`config.mk`:
```
export PLATFORM = sky130hd
export DESIGN_NAME = seg7_hex_writer_flat
export DESIGN_NICKNAME = d
export VERILOG_FILES = /design/src/rtl/seg7_hex_writer_pkg.sv /design/src/rtl/seg7_hex_writer_if.sv /design/src/rtl/seg7_hex_writer_hex7.sv /design/src/rtl/seg7_hex_writer.sv /design/src/flat_wrapper.sv
export SDC_FILE = /design/constraint.sdc
export NUM_CORES = 1
export LEC_CHECK = 0
export ABC_CLOCK_PERIOD_IN_PS = 2890
export CAP_MARGIN = 10
export CORE_ASPECT_RATIO = 1.25
export CORE_MARGIN = 1
export CORE_UTILIZATION = 40
export DETAILED_ROUTE_END_ITERATION = 10
export MAX_ROUTING_LAYER = met4
export PLACE_DENSITY = 0.74
export SETUP_SLACK_MARGIN = 0.4
export SLEW_MARGIN = 20
export SYNTH_ARGS = -nofsm -noshare
export SYNTH_HDL_FRONTEND = slang
export SYNTH_SLANG_ARGS = --single-unit
```
`constraint.sdc`:
```
create_clock -name Clock -period 2.89 [get_ports Clock]
set_input_delay 0.578 -clock Clock [delete_from_list [all_inputs] [get_ports Clock]]
set_output_delay 0.578 -clock Clock [all_outputs]
set_load 0.005 [all_outputs]
```
`src/rtl/seg7_hex_writer_pkg.sv`:
```
// Shared types and constants for the seg7 hex writer.
// FSM encodings, blank pattern and the hex-to-segment table.
package seg7_hex_writer_pkg;

    typedef enum logic [1:0] {
        S_IDLE  = 2'd0,
        S_WRITE = 2'd1,
        S_DONE  = 2'd2
    } state_e;

    localparam logic [6:0] SEG_BLANK = 7'h00;

    // Active-high segments, bit0=a .. bit6=g
    localparam logic [6:0] HEX7_TABLE [16] = '{
        7'h3F, 7'h06, 7'h5B, 7'h4F,
        7'h66, 7'h6D, 7'h7D, 7'h07,
        7'h7F, 7'h6F, 7'h77, 7'h7C,
        7'h39, 7'h5E, 7'h79, 7'h71
    };

endpackage

```
`src/rtl/seg7_hex_writer_if.sv`:
```
// Start/Ready request side plus the seg7 bank write bus.
// master = requester/bench, slave = writer.
interface seg7_hex_writer_if #(
    parameter int NDIG = 6
);
    logic                Start;
    logic [4*NDIG-1:0]   Value;
    logic                Ready;
    logic                Busy;
    logic                Done;
    logic                Sel;
    logic [2:0]          Addr;
    logic [6:0]          Data;

    modport master (
        output Start, Value,
        input  Ready, Busy, Done, Sel, Addr, Data
    );

    modport slave (
        input  Start, Value,
        output Ready, Busy, Done, Sel, Addr, Data
    );
endinterface

```
`src/rtl/seg7_hex_writer_hex7.sv`:
```
// Combinational nibble to active-high 7-segment pattern.
module seg7_hex_writer_hex7
    import seg7_hex_writer_pkg::*;
(
    input  logic [3:0] nib_i,
    output logic [6:0] seg_o
);

    assign seg_o = HEX7_TABLE[nib_i];

endmodule

```
`src/rtl/seg7_hex_writer.sv`:
```
// Writes a latched hex value to the seg7 bank, one digit per cycle.
// Optional leading-zero blanking when SEG7_LZB_EN is defined.
module seg7_hex_writer
    import seg7_hex_writer_pkg::*;
#(
    parameter int NDIG = 6
) (
    input  logic               Clock,
    input  logic               Reset,
    seg7_hex_writer_if.slave   bus
);

    localparam logic [2:0] LAST = 3'(NDIG - 1);

    state_e              state_q;
    logic [2:0]          cnt_q;
    logic [4*NDIG-1:0]   value_q;

    logic [4*NDIG-1:0]   shifted;
    logic [3:0]          nib;
    logic [6:0]          seg;
    logic                blank;

    // Control FSM: accept in IDLE, one write per cycle, one DONE cycle
    always_ff @(posedge Clock) begin
        if (Reset) begin
            state_q <= S_IDLE;
            cnt_q   <= '0;
            value_q <= '0;
        end else begin
            unique case (state_q)
                S_IDLE: begin
                    if (bus.Start) begin
                        value_q <= bus.Value;
                        cnt_q   <= '0;
                        state_q <= S_WRITE;
                    end
                end
                S_WRITE: begin
                    if (cnt_q == LAST) begin
                        state_q <= S_DONE;
                    end else begin
                        cnt_q <= cnt_q + 3'd1;
                    end
                end
                S_DONE: begin
                    state_q <= S_IDLE;
                end
                default: begin
                    state_q <= S_IDLE;
                end
            endcase
        end
    end

    assign shifted = value_q >> {cnt_q, 2'b00};
    assign nib     = shifted[3:0];

    seg7_hex_writer_hex7 u_hex7 (
        .nib_i (nib),
        .seg_o (seg)
    );

`ifdef SEG7_LZB_EN
    // Digit 0 always shows, so a zero value still displays "0"
    assign blank = (cnt_q != 3'd0) && (shifted == '0);
`else
    assign blank = 1'b0;
`endif

    assign bus.Ready = (state_q == S_IDLE);
    assign bus.Busy  = (state_q == S_WRITE) || (state_q == S_DONE);
    assign bus.Done  = (state_q == S_DONE);
    assign bus.Sel   = (state_q == S_WRITE);
    assign bus.Addr  = bus.Sel ? cnt_q : 3'd0;
    assign bus.Data  = !bus.Sel ? SEG_BLANK :
                       blank    ? SEG_BLANK : seg;

endmodule

```
`src/flat_wrapper.sv`:
```
// flat-port wrapper written by rule: the top's interface ports become plain ports
module seg7_hex_writer_flat import seg7_hex_writer_pkg::*;
#(
    parameter int NDIG = 6
)
  (Clock, Reset, bus_Start, bus_Value, bus_Ready, bus_Busy, bus_Done, bus_Sel, bus_Addr, bus_Data);
  seg7_hex_writer_if #(.NDIG(NDIG)) bus_i ();
  input  logic Clock;
  input  logic Reset;
  input wire logic [$bits(bus_i.Start)-1:0] bus_Start;
  input wire logic [$bits(bus_i.Value)-1:0] bus_Value;
  output wire logic [$bits(bus_i.Ready)-1:0] bus_Ready;
  output wire logic [$bits(bus_i.Busy)-1:0] bus_Busy;
  output wire logic [$bits(bus_i.Done)-1:0] bus_Done;
  output wire logic [$bits(bus_i.Sel)-1:0] bus_Sel;
  output wire logic [$bits(bus_i.Addr)-1:0] bus_Addr;
  output wire logic [$bits(bus_i.Data)-1:0] bus_Data;
  assign bus_i.Start = bus_Start;
  assign bus_i.Value = bus_Value;
  assign bus_Ready = bus_i.Ready;
  assign bus_Busy = bus_i.Busy;
  assign bus_Done = bus_i.Done;
  assign bus_Sel = bus_i.Sel;
  assign bus_Addr = bus_i.Addr;
  assign bus_Data = bus_i.Data;
  seg7_hex_writer #(.NDIG(NDIG)) u_core (.Clock(Clock), .Reset(Reset), .bus(bus_i));
endmodule
```
==> reports/results.tsv <==
stage	metric	value	unit
drt	drt_iter0_markers	80	
synth	synth_area	1692	um^2
clocking	cts_made_buffers	5	
power_and_ir_drop	p_leak	0.9812	nW
clocking	cts.clk_slew.worst_paths	70	ps
critical_path	rrSetupSlack	1240	ps
timing	max_freq	0.3535	GHz
synth	synth.avg_cell_area	7.552	um^2
floorplanning	start_util	0.4160	
timing	setup_violations	0	
final_layout	final_core_util	0.6178	
clocking	htreeDepth	2	
placement	port_buffers	40	
critical_path	crit_family	compound AO/OA/AOI/OAI gates	
critical_path	r2r-end	u_core.cnt_q[1]$_SDFFE_PP0P_	
synth	synth_nets	262	
critical_path	crit_required	2310	ps
synth	yosys.area.top_type	dfxtp_1	
placement	gp_congestion	0.8828	
timing	drv_slew	0	
clocking	cts_tree	built	
critical_path	rr_worst_depth	8	
critical_path	endpoint_kind	output pin	
final_layout	fin_nets	319	
synth	synth_cells	224	
timing	rsz0062_at_grt	yes	
synth	seq_area_frac_synth	0.3432	
floorplanning	io_pins	41	
drt	drc	0	
critical_path	slowest_stage	dfxtp_4	
timing	post-route-min-period	2829	ps
global_route	grt_pass1_wl	6.934	mm
global_route	first_global_vias	1574	
power_and_ir_drop	power_density	545.8	nW/um^2
floorplanning	dieArea	4495	um^2
drt	route.detailed.wl_per_inst	12.83	um
floorplanning	die_w	60.17	um
timing	min_period_over_period	0.9787	
clocking	clk_latency	280	ps
placement	dp_hpwl	2.981	mm
min_path	hold_end	u_core.value_q[15]$_SDFFE_PP0P_	
placement	dp_cells	316	
clocking	clock-sinks	29	
final_layout	fin_cells	338	
floorplanning	rows	26	
critical_path	worstPathCellList	buf_6, mux2i_2, nor3_2, nor3_2, buf_4, buf_6, ha_4, o21ai_2, a31o_1, a31oi_1, a21oi_1, buf_2	
global_route	antenna_found_initial	0	
final_layout	drive_gt1_frac	0.2482	
critical_path	worstSetupPathType	reg -> out	
final_layout	antenna_cells	0	
floorplanning	coreArea	4066	um^2
drt	dr.pass1.iters	4	
min_path	hold_start	u_core.value_q[15]$_SDFFE_PP0P_	
synth	yosys_warnings	0	
power_and_ir_drop	peakVddDrop	318.6	uV
floorplanning	fp.dieH	74.71	um
critical_path	path_buf_inv	4	
clocking	clockRootBuffer	clkbuf_8	
synth	ys_ff_latch	29	
global_route	grt_overflow	0	
min_path	min_path_type	reg -> reg	
timing	relSlewSlack	0.8101	
clocking	cts.path.max_buffers	2	
timing	worst_pin_slew	284.8	ps
critical_path	worstSetupStartpointType	flop	
drt	drt-total-wl	4.336	mm
timing	finalHoldViolations	0	
drt	ant_nets	0	
critical_path	r2r-start	u_core.cnt_q[1]$_SDFFE_PP0P_	
synth	synth.distinct_cells	38	
flow_run	max_cap_violations	0	
synth	synth_top_area_frac	0.3432	
min_path	hold_depth	2	
global_route	grt_usage	0.2136	
critical_path	critPathArrivalTime	2250	ps
final_layout	area_growth	48.52	%
timing	skew	7.176	ps
drt	viasPerCell	5.074	
critical_path	critPathMaxFanout	6	
drt	via_count	1715	
synth	synth_area_leaders	dfxtp_1 34%, nand2_1 12%, a21oi_1 10%	
global_route	grt_max_degree	29	
status	status	finished, final reports clean	
critical_path	slowest_delay	390	ps
==> Yosys cell counts <==
| master | instances |
|---|---|
| a21o_1 | 1 |
| o211ai_1 | 1 |
| nor2b_1 | 2 |
| o21ba_1 | 1 |
| a22o_1 | 1 |
| buf_6 | 1 |
| ha_1 | 11 |
| o21ai_0 | 3 |
| nand3b_1 | 1 |
| a31oi_1 | 1 |
| a31o_1 | 1 |
| o31ai_1 | 2 |
| a21oi_2 | 1 |
| and2_1 | 2 |
| a21oi_1 | 35 |
| a221oi_1 | 1 |
| a41oi_1 | 1 |
| a311oi_1 | 1 |
| nand3_1 | 3 |
| nor2_1 | 13 |
| xnor2_1 | 1 |
| a211oi_1 | 3 |
| buf_4 | 1 |
| mux2_4 | 1 |
| and3_1 | 1 |
| mux2_2 | 3 |
| nand2_1 | 56 |
| nand2b_1 | 3 |
| mux4_2 | 1 |
| mux2i_1 | 7 |
| dfxtp_1 | 29 |
| nor3_1 | 10 |
| buf_2 | 1 |
| a22oi_1 | 1 |
| inv_1 | 10 |
| clkbuf_1 | 11 |
| mux2_1 | 1 |
| o221ai_1 | 1 |
==> cell families after synthesis <==
group	share of synthesized area
AO/OA/AOI/OAI	0.1938
XOR/XNOR	0.005178
adder cells (fa/ha/maj)	0.08136
buffers and inverters	0.06065
flip-flops	0.3432
multiplexers	0.09023
AND/OR/NAND/NOR	0.2256
==> through the flow <==
step | setup WS (ps) | hold slack (ps) | cell area, um^2 | TNS, ps | power (mW)
after global routing | -87.04 | 479.1 | 2512 | -143.7 | 1.450
after detailed placement | -10.55 | 447.1 | 2188 | -10.55 | 0.9035
after floorplan | 413.3 | 432.2 | 1717 | 0 | 0.7396
after global placement | 23.61 | 441.9 | 2188 | 0 | 0.8955
after CTS | 83.34 | 455.7 | 2469 | 0 | 1.352
final | 61.44 | 452.8 | 2512 | 0 | 1.371
==> layout by cell type (no fill, tap or decap), types with 4 or more instances in the layout <==
master | Yosys | layout
a21oi_1 | 35 | 34
buf_2 | 1 | 7
buf_4 | 1 | 20
clkbuf_8 | 0 | 6
clkdlybuf4s50_1 | 0 | 33
dfxtp_1 | 29 | 28
ha_1 | 11 | 6
ha_4 | 0 | 4
inv_1 | 10 | 8
mux2i_1 | 7 | 5
nand2_1 | 56 | 55
nor2_1 | 13 | 11
nor3_1 | 10 | 5
nor3_2 | 0 | 5
==> flip-flops by register name, indices dropped and copies added (netlist names) <==
signal and flops:
u_core.cnt_q 3, u_core.value_q 24, u_core.state_q 2
==> per-layer routing <==
layer / track usage / part of all wire / vias up
li1: - / - / 872
met1: 0.2316 / 0.42 / 793
met2: 0.3700 / 0.53 / 43
met3: 0.03952 / 0.035 / 7
met4: 0.1008 / 0.018 / 0
met5: - / 0 / -
==> how the worst max path moves through the flow <==
stage                                             from          end  depth (start not counted)
after floorplan           u_core.cnt_q[0]$_SDFFE_PP0P_  bus_Data[3]                         10
after global placement    u_core.cnt_q[0]$_SDFFE_PP0P_  bus_Data[1]                          5
after detailed placement  u_core.cnt_q[0]$_SDFFE_PP0P_  bus_Data[1]                          7
after CTS                 u_core.cnt_q[0]$_SDFFE_PP0P_  bus_Data[3]                         12
after global routing      u_core.cnt_q[0]$_SDFFE_PP0P_  bus_Data[6]                         11
final                     u_core.cnt_q[0]$_SDFFE_PP0P_  bus_Data[3]                         12
==> tightest hold or removal path, stage by stage, from the launching register on <==
cell and delay (ps):
dfxtp_1 310, nand2_1 50, a21oi_1 50
==> timing repair <==
action	in CTS	in global routing
pin swaps	14	7
hold buffers	0	0
setup endpoints to repair	9	8
resized for setup	46	12
setup buffers	14	0
gates cloned	0	0
==> final cells by class <==
cell class,instances,area (um^2)
sequential,29,584.3
inverter,10,41.29
timing repair buffer,64,569.3
tap,56,70.07
clock buffer,8,111.4
multi-input combinational,171,1136
fill,356,1554
==> report_power, final <==
group	total (mW)	internal, mW	switching, mW	leakage (nW)
combinational	0.508	0.260	0.247	0.686
clock	0.393	0.246	0.147	0.0566
sequential	0.471	0.441	0.0297	0.239
No activity file was read; power rests on OpenSTA's default activity.
